--- src/rtl/nn_inference_sequencer.sv ---
// nn_inference_sequencer: runs one inference at a time on an ap_ctrl_hs core.
// Optional ARGMAX_EN adds res_class, the index of the largest signed lane value.
module nn_inference_sequencer #(
    parameter int DATA_W     = 16,
    parameter int N_OUT      = 16,
    parameter int N_IN_BEATS = 1
) (
    input  logic                    ap_clk,
    input  logic                    ap_rst_n,
    input  logic [DATA_W-1:0]       s_tdata,
    input  logic                    s_tvalid,
    output logic                    s_tready,
    output logic                    core_ap_start,
    input  logic                    core_ap_ready,
    input  logic                    core_ap_done,
    input  logic                    core_ap_idle,
    output logic [DATA_W-1:0]       core_in_tdata,
    output logic                    core_in_tvalid,
    input  logic                    core_in_tready,
    input  logic [N_OUT*DATA_W-1:0] core_out_tdata,
    input  logic [N_OUT-1:0]        core_out_tvalid,
    output logic [N_OUT-1:0]        core_out_tready,
    output logic [N_OUT*DATA_W-1:0] res_tdata,
    output logic                    res_tvalid,
    input  logic                    res_tready,
    output logic                    busy,
`ifdef ARGMAX_EN
    output logic [$clog2(N_OUT)-1:0] res_class,
`endif
    output logic [15:0]             infer_cnt
);

    typedef enum logic [2:0] {
        S_IDLE, S_START, S_FEED, S_COLLECT, S_RESULT
    } state_t;

    state_t                  state_q, state_d;
    logic [7:0]              beat_q, beat_d;
    logic [N_OUT-1:0]        cap_q, cap_d;
    logic                    done_q, done_d;
    logic                    ack_q, ack_d;
    logic [N_OUT*DATA_W-1:0] res_q, res_d;
    logic [15:0]             cnt_q, cnt_d;

    // State and flag registers
    always_ff @(posedge ap_clk or negedge ap_rst_n) begin
        if (!ap_rst_n) begin
            state_q <= S_IDLE;
            beat_q  <= '0;
            cap_q   <= '0;
            done_q  <= 1'b0;
            ack_q   <= 1'b0;
            res_q   <= '0;
            cnt_q   <= '0;
        end else begin
            state_q <= state_d;
            beat_q  <= beat_d;
            cap_q   <= cap_d;
            done_q  <= done_d;
            ack_q   <= ack_d;
            res_q   <= res_d;
            cnt_q   <= cnt_d;
        end
    end

    // Next-state, flag updates and output decode
    always_comb begin
        state_d         = state_q;
        beat_d          = beat_q;
        cap_d           = cap_q;
        done_d          = done_q;
        ack_d           = ack_q;
        res_d           = res_q;
        cnt_d           = cnt_q;
        s_tready        = 1'b0;
        core_in_tdata   = '0;
        core_in_tvalid  = 1'b0;
        core_out_tready = '0;
        res_tvalid      = 1'b0;
        busy            = (state_q != S_IDLE);
        // start stays up until the core acknowledges it once
        core_ap_start   = (state_q != S_IDLE) && !ack_q;
        if (core_ap_start && core_ap_ready)
            ack_d = 1'b1;
        if ((state_q == S_FEED || state_q == S_COLLECT) && core_ap_done)
            done_d = 1'b1;
        unique case (state_q)
            S_IDLE: begin
                beat_d = '0;
                cap_d  = '0;
                done_d = 1'b0;
                ack_d  = 1'b0;
                if (s_tvalid && core_ap_idle)
                    state_d = S_START;
            end
            S_START: state_d = S_FEED;
            S_FEED: begin
                core_in_tdata  = s_tdata;
                core_in_tvalid = s_tvalid;
                s_tready       = core_in_tready;
                if (s_tvalid && core_in_tready) begin
                    beat_d = beat_q + 8'd1;
                    if (beat_q == 8'(N_IN_BEATS - 1))
                        state_d = S_COLLECT;
                end
            end
            S_COLLECT: begin
                core_out_tready = ~cap_q;
                for (int i = 0; i < N_OUT; i++) begin
                    if (core_out_tvalid[i] && !cap_q[i]) begin
                        res_d[i*DATA_W +: DATA_W] =
                            core_out_tdata[i*DATA_W +: DATA_W];
                        cap_d[i] = 1'b1;
                    end
                end
                if ((&cap_q) && done_q)
                    state_d = S_RESULT;
            end
            S_RESULT: begin
                res_tvalid = 1'b1;
                if (res_tready) begin
                    cnt_d   = cnt_q + 16'd1;
                    state_d = S_IDLE;
                end
            end
            default: state_d = S_IDLE;
        endcase
    end

    assign res_tdata = res_q;
    assign infer_cnt = cnt_q;

`ifdef ARGMAX_EN
    localparam int CW = $clog2(N_OUT);

    logic [CW-1:0]            cls_q, best_idx;
    logic signed [DATA_W-1:0] best_val;

    // Largest signed lane; strict compare keeps the lowest index on ties
    always_comb begin
        best_idx = '0;
        best_val = res_q[0 +: DATA_W];
        for (int i = 1; i < N_OUT; i++) begin
            if ($signed(res_q[i*DATA_W +: DATA_W]) > best_val) begin
                best_val = res_q[i*DATA_W +: DATA_W];
                best_idx = i[CW-1:0];
            end
        end
    end

    // Class index captured as the result is presented
    always_ff @(posedge ap_clk or negedge ap_rst_n) begin
        if (!ap_rst_n)
            cls_q <= '0;
        else if (state_q == S_COLLECT && state_d == S_RESULT)
            cls_q <= best_idx;
    end

    assign res_class = cls_q;
`endif

endmodule

--- config.mk ---
export PLATFORM = sky130hd
export DESIGN_NAME = nn_inference_sequencer
export DESIGN_NICKNAME = d
export VERILOG_FILES = /design/src/rtl/nn_inference_sequencer.sv
export SDC_FILE = /design/constraint.sdc
export NUM_CORES = 1
export LEC_CHECK = 0
export BUFFER_PORTS_ARGS = -buffer_cell sky130_fd_sc_hd__buf_4
export CORE_AREA = 2 2 232 234
export DETAILED_ROUTE_END_ITERATION = 8
export DIE_AREA = 0 0 234 236
export MAX_ROUTING_LAYER = met4
export PLACE_DENSITY = 0.48
export REMOVE_ABC_BUFFERS = 1
export SYNTH_ARGS = -nofsm -noshare
export SYNTH_HDL_FRONTEND = slang
export SYNTH_SLANG_ARGS = --single-unit
--- constraint.sdc ---
create_clock -name ap_clk -period 1.6 [get_ports ap_clk]
set_input_delay 0.16 -clock ap_clk [delete_from_list [all_inputs] [get_ports ap_clk]]
set_output_delay 0.16 -clock ap_clk [all_outputs]
set_load 0.03 [all_outputs]
==> results of run 1 <==
==> registers in the layout (all words and copies together), names as in the netlist <==
register	cells
res_tdata	256
cap_q	16
infer_cnt	16
beat_q	8
state_q	3
ack_q	1
done_q	1
==> kinds of logic (layout without fill, tap and decap cells) <==
| logic type | after synthesis | after routing | share of synthesized area |
|---|---|---|---|
| muxes | 257 | 257 | 0.2443 |
| DFF | 301 | 301 | 0.6349 |
| and+or+nand+nor | 146 | 153 | 0.07551 |
| adders and majority gates | 3 | 3 | 0.003164 |
| other | 0 | 1 | 0 |
| buffers and inverters | 32 | 1055 | 0.01930 |
| xor gates and xnor gates | 21 | 21 | 0.01550 |
| AOI/OAI and AO/OA | 14 | 14 | 0.007384 |
==> worst min-delay path by stage <==
stage	endpoint	start	slack [ns]	depth (start not counted)
final	res_tdata[174]	core_out_tvalid[10]	0.06	3
after global routing	res_tdata[175]	core_out_tvalid[10]	0.05	3
after CTS	state_q[0]	core_ap_idle	0.03	5
after detailed placement	res_tdata[230]	ap_rst_n	0.08	1
after global placement	res_tdata[230]	ap_rst_n	0.09	1
after floorplan	ack_q	ap_rst_n	-0.14	0
==> power breakdown <==
part / switching [uW] / internal (uW) / total, uW
registers: 2190 / 11300 / 13500
clock network: 3270 / 5220 / 8490
logic: 13800 / 11600 / 25500
total: 19300 / 28100 / 47400
==> worst reg2reg max path: stages (launching register included) <==
cell,delay (ns)
dfrtp_2,0.45
buf_4,0.16
buf_4,0.14
or2_1,0.37
nor4_2,0.38
xnor2_1,0.17
nor2_1,0.05
==> area by class of cell <==
type,instances,area [um^2]
inverter,7,27.53
clock inverter,8,96.34
timing repair buffer,980,8561
tap,696,870.8
multi-input combinational,448,4657
antenna,1,2.502
clock buffer,60,1145
fill,4900,30180
sequential,301,7533
==> through the flow <==
stage               setup slack, ns  instances  instance area, um^2  total power [uW]
global placement            -0.1119       2116                17720             35720
finish                      -0.3744       2501                22890             47430
CTS                         -0.4165       2479                22420             47100
global route                -0.4467       2501                22890             49790
floorplan                   -0.5536        749                11660             25930
detailed placement          -0.1480       2116                17720             35990
==> what timing repair did <==
item | 4_1_cts | 5_1_grt
endpoints found under the hold margin | 570 | 0
setup buffers | 21 | 17
gates resized for setup | 133 | 59
endpoints found under the setup margin | 310 | 302
hold buffers | 270 | 0
pin swaps | 27 | 17
cloned | 5 | 6
==> metal layers <==
metal	share of wire	vias to the layer above	global-route usage
li1	-	4720	-
met1	0.38	5102	0.1739
met2	0.52	364	0.2781
met3	0.062	96	0.03905
met4	0.033	0	0.06061
met5	0	-	-
==> cells in the final DEF, fill, tap and decap left out, types with 5 or more instances in the layout <==
cell and n:
nor2_4 15, clkinv_2 5, dlygate4sd3_1 270, buf_12 14, nor2_1 10, mux2_2 222
nand2_1 41, buf_8 9, nand2_8 16, dfrtp_1 300, nand4_1 11, inv_1 5
mux2_4 35, buf_4 622, and2_4 16, clkbuf_8 9, clkbuf_16 42, nand3_1 5
xor2_1 6, xnor2_1 15, clkbuf_1 12, buf_6 62, o21ai_0 6
==> flow_metrics.tcl, run 1 <==
set metrics [dict create \
    rrSetupSlack_ns -0.23 \
    drv_slew 0 \
    crit_chain "buf_4 > or3b_4 > inv_2 > buf_4 > buf_6" \
    synthArstFlopShare 1.000 \
    die_y_um 236 \
    synthFlopType "dfrtp_1" \
    post-route-min-period_ns 1.974 \
    path_common_cell "buf_4" \
    crit_type "flip-flop to output pin" \
    grt_usage 0.1596 \
    worst-slew-pin-transition_ns 0.4746 \
    start_kind "flip-flop" \
    grt_max_degree 58 \
    core_mm2 0.05307 \
    period_share 1.234 \
    skew_ns 0.02002 \
    startpoint "state_q[0]" \
    fmax_mhz 506.5 \
    via_per_inst 4.111 \
    critPathRequiredTime_ns 1.44 \
    wire_per_inst_um 18.13 \
    failed_checks "negative setup slack" \
    end_kind "output pin" \
    hpwl_um 31430 \
    via_count 10280 \
    ctsRootBufferMaster "clkbuf_16" \
    fin_util 0.4314 \
    numClockSinks 301 \
    insertion_delay_ns 0.54 \
    cap_violations 0 \
    first_pass_iters 4 \
    areaGrowthSynthToFinish_pct 92.97 \
    cp-endpoint "res_tvalid" \
    synth_edf_count 0 \
    cts_buffers 38 \
    std_cell_rows 85 \
    p_leak_uw 0.01097 \
    drt_iter0_drc 299 \
    yosys-top-cells-count "dfrtp_1 (301), mux2_2 (256), nand2_1 (42)" \
    antenna_found_initial 1 \
    yosysWarnings 0 \
    port_buffers 604 \
    crit_arrival_ns 1.81 \
    cp_max_fo 4 \
    status "complete, but fails checks" \
    synth-seq-cells 301 \
    syn_inst 774 \
    yosysMostFrequentCell "dfrtp_1" \
    rsz0062_at_grt "yes" \
    ys_types 43 \
    setup_viol 228 \
    critical-path-top-delay-family "flip-flops" \
    drc 0 \
    synthesis.area_mm2 0.01186 \
    nNetsFinal 2075 \
    ant_nets 0 \
    whs_ns 0.06046 \
    rr_startpoint "state_q[0]" \
    r2r_end "beat_q[4]" \
    cts_tree "done" \
    setup_tns_ns -28.12 \
    overflow 0 \
    synth_top_area_frac 0.6349 \
    worst-path-stages 5 \
    drt_wl_total_um 45340 \
    p_per_area_mw_per_mm2 2072 \
    syn_area_per_cell_um2 15.33 \
    h-tree-depth 2 \
    synth_area_leader_cell "dfrtp_1" \
    worst_slack_ns -0.3744 \
    die_x_um 234 \
    start_util 0.2236 \
    path_clk_slew_ns 0.06 \
    cts_max_path_buffers 3 \
    die_area_mm2 0.05522 \
    hold_path.class "input port to flip-flop" \
    hold_violations 0 \
    slowest_stage "dfrtp_2" \
    yosysSeqAreaShare 0.6349 \
    ios 605 \
    drive_gt1_frac 0.6120 \
    vdd_drop_max_mv 1.237 \
    place.gp.congestion 0.7988 \
    worst-path-buf-inv 4 \
    relSlewSlack 0.6818 \
    ff2ff_path_depth 6 \
    grt_pass1_wl_um 65190 \
    slowest_delay_ns 0.45 \
    ys_top_cells_by_area "dfrtp_1 (63%), mux2_2 (24%), nand2_1 (1.3%)" \
    first_global_vias 11270 \
]
(Power assumes the default switching activity.)
==> run 2: changes to the inputs <==
Settings changed: PLACE_DENSITY 0.48 to 0.46.
Clock period 1.6 ns to 2.3 ns, I/O delays scaled along.
==> flow_metrics.tcl, run 2 (synthesized netlist as in run 1, its figures left out) <==
set metrics [dict create \
    status "finished, final reports clean" \
    first_pass_iters 6 \
    ant_nets 0 \
    die_area_mm2 0.05522 \
    std_cell_rows 85 \
    hold_violations 0 \
    die_x_um 234 \
    post-route-min-period_ns 2.149 \
    nFillCells 5102 \
    dpl_cell_area_mm2 0.01723 \
    vdd_drop_max_mv 1.042 \
    critPathRequiredTime_ns 2.07 \
    grt_pass1_wl_um 63580 \
    rsz0062_at_grt "no" \
    start_util 0.2236 \
    fmax_mhz 465.3 \
    p_per_area_mw_per_mm2 1449 \
    drv_slew 0 \
    antenna_found_initial 1 \
    ctsRootBufferMaster "clkbuf_16" \
    period_share 0.9344 \
    worst_slack_ns 0.1509 \
    rrSetupSlack_ns 0.35 \
    first_global_vias 10720 \
    largest_register_ffs 256 \
    path_common_cell "buf_4" \
    fin_util 0.3974 \
    ios 605 \
    cts_buffers 39 \
    areaGrowthSynthToFinish_pct 77.77 \
    drc 0 \
    setup_tns_ns 0 \
    slowest_stage "dfrtp_2" \
    numClockSinks 301 \
    cap_violations 0 \
    drt_iter0_drc 274 \
    whs_ns 0.05550 \
    setup_viol 0 \
    crit_chain "nor3b_4 > buf_4 > and2_1 > buf_4" \
    overflow 0 \
    hpwl_um 31440 \
    h-tree-depth 2 \
    insertion_delay_ns 0.54 \
    drt_wl_total_um 42440 \
    start_kind "flip-flop" \
    end_kind "output pin" \
    slowest_delay_ns 0.49 \
    final_common_cell "buf_4" \
    grt_usage 0.1557 \
    cts_max_path_buffers 3 \
    grt_max_degree 62 \
    cp_max_fo 18 \
    via_per_inst 4.081 \
    hold_path.class "input port to flip-flop" \
    wire_per_inst_um 17.75 \
    relSlewSlack 0.5947 \
    worst-slew-pin-transition_ns 0.6066 \
    final_area_mm2 0.02109 \
    die_y_um 236 \
    core_mm2 0.05307 \
    crit_arrival_ns 1.92 \
    port_buffers 604 \
    layout_common_cells "buf_4 (614), dfrtp_1 (299), dlygate4sd3_1 (261)" \
    crit_type "flip-flop to output pin" \
    dp_slack_ns 0.2190 \
    skew_ns 0.02536 \
    nNetsFinal 1969 \
    p_leak_uw 0.01009 \
    drive_gt1_frac 0.5714 \
    place.gp.congestion 0.7659 \
    cts_tree "done" \
    via_count 9757 \
    path_clk_slew_ns 0.06 \
]
## run 2: cell types whose count changed in the layout (fill, tap and decap cells not counted), moves of 6 or more
cell	change
nor2_4	-6
buf_6	-62
nor2_1	+9
and2_4	-16
buf_8	-8
mux2_4	-34
dlygate4sd3_1	-9
and2_1	+16
mux2_2	+34
nand2_8	-16
buf_12	-10
buf_4	-8
## run 2: cell type report
cell class	count	area (um^2)	share of cell area
antenna	1	2.502	0.0001187
clock buffer	56	1120	0.05310
clock inverter	9	105.1	0.004983
inverter	7	26.28	0.001246
multi-input combinational	441	4114	0.1951
sequential	301	7535	0.3573
tap	696	870.8	0.04129
timing repair buffer	880	7317	0.3469
## run 2: where the power goes
group	leakage [uW]	switching [uW]	internal, uW
sequential	0.00361	1490	7840
combinational	0.00587	8840	6460
clock	0.000602	2350	3590
## run 2: layer usage
metal	GRT usage	vias up	wire length, um
li1	-	4499	-
met1	0.1723	4854	16430
met2	0.2698	344	21880
met3	0.04739	60	3252
met4	0.04085	0	885
met5	-	-	0
## run 2: worst max-delay path: cells and delay by family (launching register included)
| family | cells | cell delay, ns |
|---|---|---|
| buf+inv | 2 | 0.41 |
| flops | 1 | 0.49 |
| simple gates | 2 | 0.49 |
## run 2: path summary, 6_finish.rpt
path,startpoint,endpoint,depth (start not counted)
setup / recovery,state_q[0],core_in_tdata[10],4
hold / removal,core_out_tvalid[8],cap_q[8],3
setup reg to reg,state_q[2],res_tdata[69],5
hold reg to reg,infer_cnt[15],infer_cnt[15],1
max in group asynchronous,ap_rst_n,res_tdata[31],3
min in group asynchronous,ap_rst_n,res_tdata[232],2
## run 2: what timing repair did
| item | CTS | global route |
|---|---|---|
| setup endpoints to repair | 2 | 2 |
| buffers inserted | 0 | 1 |
| hold buffers | 261 | 0 |
| gates cloned | 0 | 0 |
| hold endpoints to repair | 311 | 0 |
| pin swaps | 0 | 0 |
| resized for setup | 3 | 0 |
## run 2: per-stage QoR
step	total power, uW	instances
after floorplan	18040	749
after global placement	24350	2063
after detailed placement	24500	2063
after CTS	31040	2389
after global routing	32230	2391
final	30570	2391
==> run 3: changes to the inputs <==
Settings changed: REMOVE_ABC_BUFFERS 1 to not set.
==> flow_metrics.tcl, run 3 (synthesized netlist as in run 1, its figures left out) <==
set metrics [dict create \
    status "finished, final reports clean" \
    final_common_cell "buf_4" \
    end_kind "output pin" \
    start_util 0.2236 \
    wire_per_inst_um 17.81 \
    syn-num-nets 1073 \
    first_global_vias 10880 \
    overflow 0 \
    cap_violations 0 \
    drt_iter0_drc 274 \
    skew_ns 0.02200 \
    slowest_delay_ns 0.35 \
    setup_viol 0 \
    numClockSinks 301 \
    port_buffers 604 \
    drc 0 \
    hold_path.class "input port to flip-flop" \
    dp_cells 2066 \
    die_y_um 236 \
    layout_common_cells "buf_4 (621), dfrtp_1 (299), dlygate4sd3_1 (261)" \
    ant_nets 0 \
    hpwl_um 31620 \
    via_per_inst 4.071 \
    die_area_mm2 0.05522 \
    cts_tree "done" \
    drv_slew 0 \
    fmax_mhz 449.0 \
    path_clk_slew_ns 0.06 \
    grt_usage 0.1562 \
    cts_buffers 39 \
    path_common_cell "buf_4" \
    std_cell_rows 85 \
    period_share 0.9684 \
    final_area_mm2 0.02110 \
    dpl_cell_area_mm2 0.01724 \
    post-route-min-period_ns 2.227 \
    drive_gt1_frac 0.5724 \
    via_count 9787 \
    vdd_drop_max_mv 0.8005 \
    ctsRootBufferMaster "clkbuf_16" \
    worst_slack_ns 0.07261 \
    setup_tns_ns 0 \
    hold_violations 0 \
    largest_register_ffs 256 \
    nNetsFinal 1978 \
    crit_chain "buf_4 > nor3b_4 > buf_4 > buf_6 > and2_1 > buf_4" \
    place.gp.congestion 0.7784 \
    antenna_found_initial 3 \
    slowest_stage "dfrtp_1" \
    layoutNonFillerInstCount 2404 \
    first_pass_iters 4 \
    grt_pass1_wl_um 63910 \
    insertion_delay_ns 0.54 \
    ios 605 \
    p_per_area_mw_per_mm2 1446 \
    start_kind "flip-flop" \
    areaGrowthSynthToFinish_pct 77.84 \
    cts_max_path_buffers 3 \
    grt_max_degree 75 \
    critPathRequiredTime_ns 2.07 \
    dp_slack_ns 0.2474 \
    drt_wl_total_um 42810 \
    relSlewSlack 0.6304 \
    crit_arrival_ns 2.00 \
    h-tree-depth 2 \
    die_x_um 234 \
    rsz0062_at_grt "yes" \
    p_leak_uw 0.01010 \
    worst-slew-pin-transition_ns 0.5532 \
    cp_max_fo 10 \
    core_mm2 0.05307 \
    crit_type "flip-flop to output pin" \
    power_uw 30510 \
]
==> run 3: through the flow <==
stage,util,hold WS [ns]
4_1_cts,0.3974,0.002797
3_3_place_gp,0.3248,0.1911
3_5_place_dp,0.3248,0.1838
5_1_grt,0.3976,0.006293
2_1_floorplan,-,-0.06559
6_report,0.3976,0.04326
==> run 3: worst max-delay path, delay by kind of cell (launching register included) <==
family / cells / cell delay, ns
buffers and inverters: 4 / 0.62
AND/OR/NAND/NOR: 2 / 0.47
flip-flops: 1 / 0.35
==> run 3: layout make-up <==
class	instances	area [um^2]
Antenna cell	3	7.507
Clock buffer	58	1107
Clock inverter	9	58.81
Fill cell	5068	31970
Inverter	7	26.28
Multi-Input combinational cell	441	4116
Sequential cell	301	7535
Tap cell	696	870.8
Timing Repair Buffer	889	7377
==> run 3: worst paths after layout <==
kind | slack, ns | to | cells after the start | start
worst max register to register | 0.38 | res_tdata[86] | 5 | state_q[2]
worst max-delay path | 0.07 | core_in_tdata[1] | 6 | state_q[1]
min in group asynchronous | 0.21 | res_tdata[106] | 2 | ap_rst_n
max in group asynchronous | 1.30 | res_tdata[22] | 3 | ap_rst_n
worst min register to register | 0.48 | infer_cnt[15] | 1 | infer_cnt[15]
worst min-delay path | 0.04 | cap_q[11] | 3 | core_out_tvalid[11]
==> run 3: layer usage <==
layer  global-route usage  routed length, um  vias to the layer above
li1                     -                  -                     4510
met1               0.1647              15900                     4824
met2               0.2732              21950                      380
met3              0.05138               3689                       73
met4              0.05063               1270                        0
met5                    -                  0                        -
==> run 3: repair_timing <==
| item | 4_1_cts | 5_1_grt |
|---|---|---|
| setup buffers | 6 | 0 |
| pin swaps | 2 | 0 |
| endpoints found under the setup margin | 9 | 2 |
| hold buffers | 261 | 0 |
| gates resized for setup | 8 | 1 |
| hold endpoints to repair | 324 | 0 |
| gates cloned | 1 | 0 |
==> run 3: power by group <==
part / internal, uW / switching [uW] / leakage [uW]
clock: 3320 / 2330 / 0.000572
sequential: 7840 / 1470 / 0.00361
combinational: 6550 / 9010 / 0.00592
total: 17700 / 12800 / 0.0101
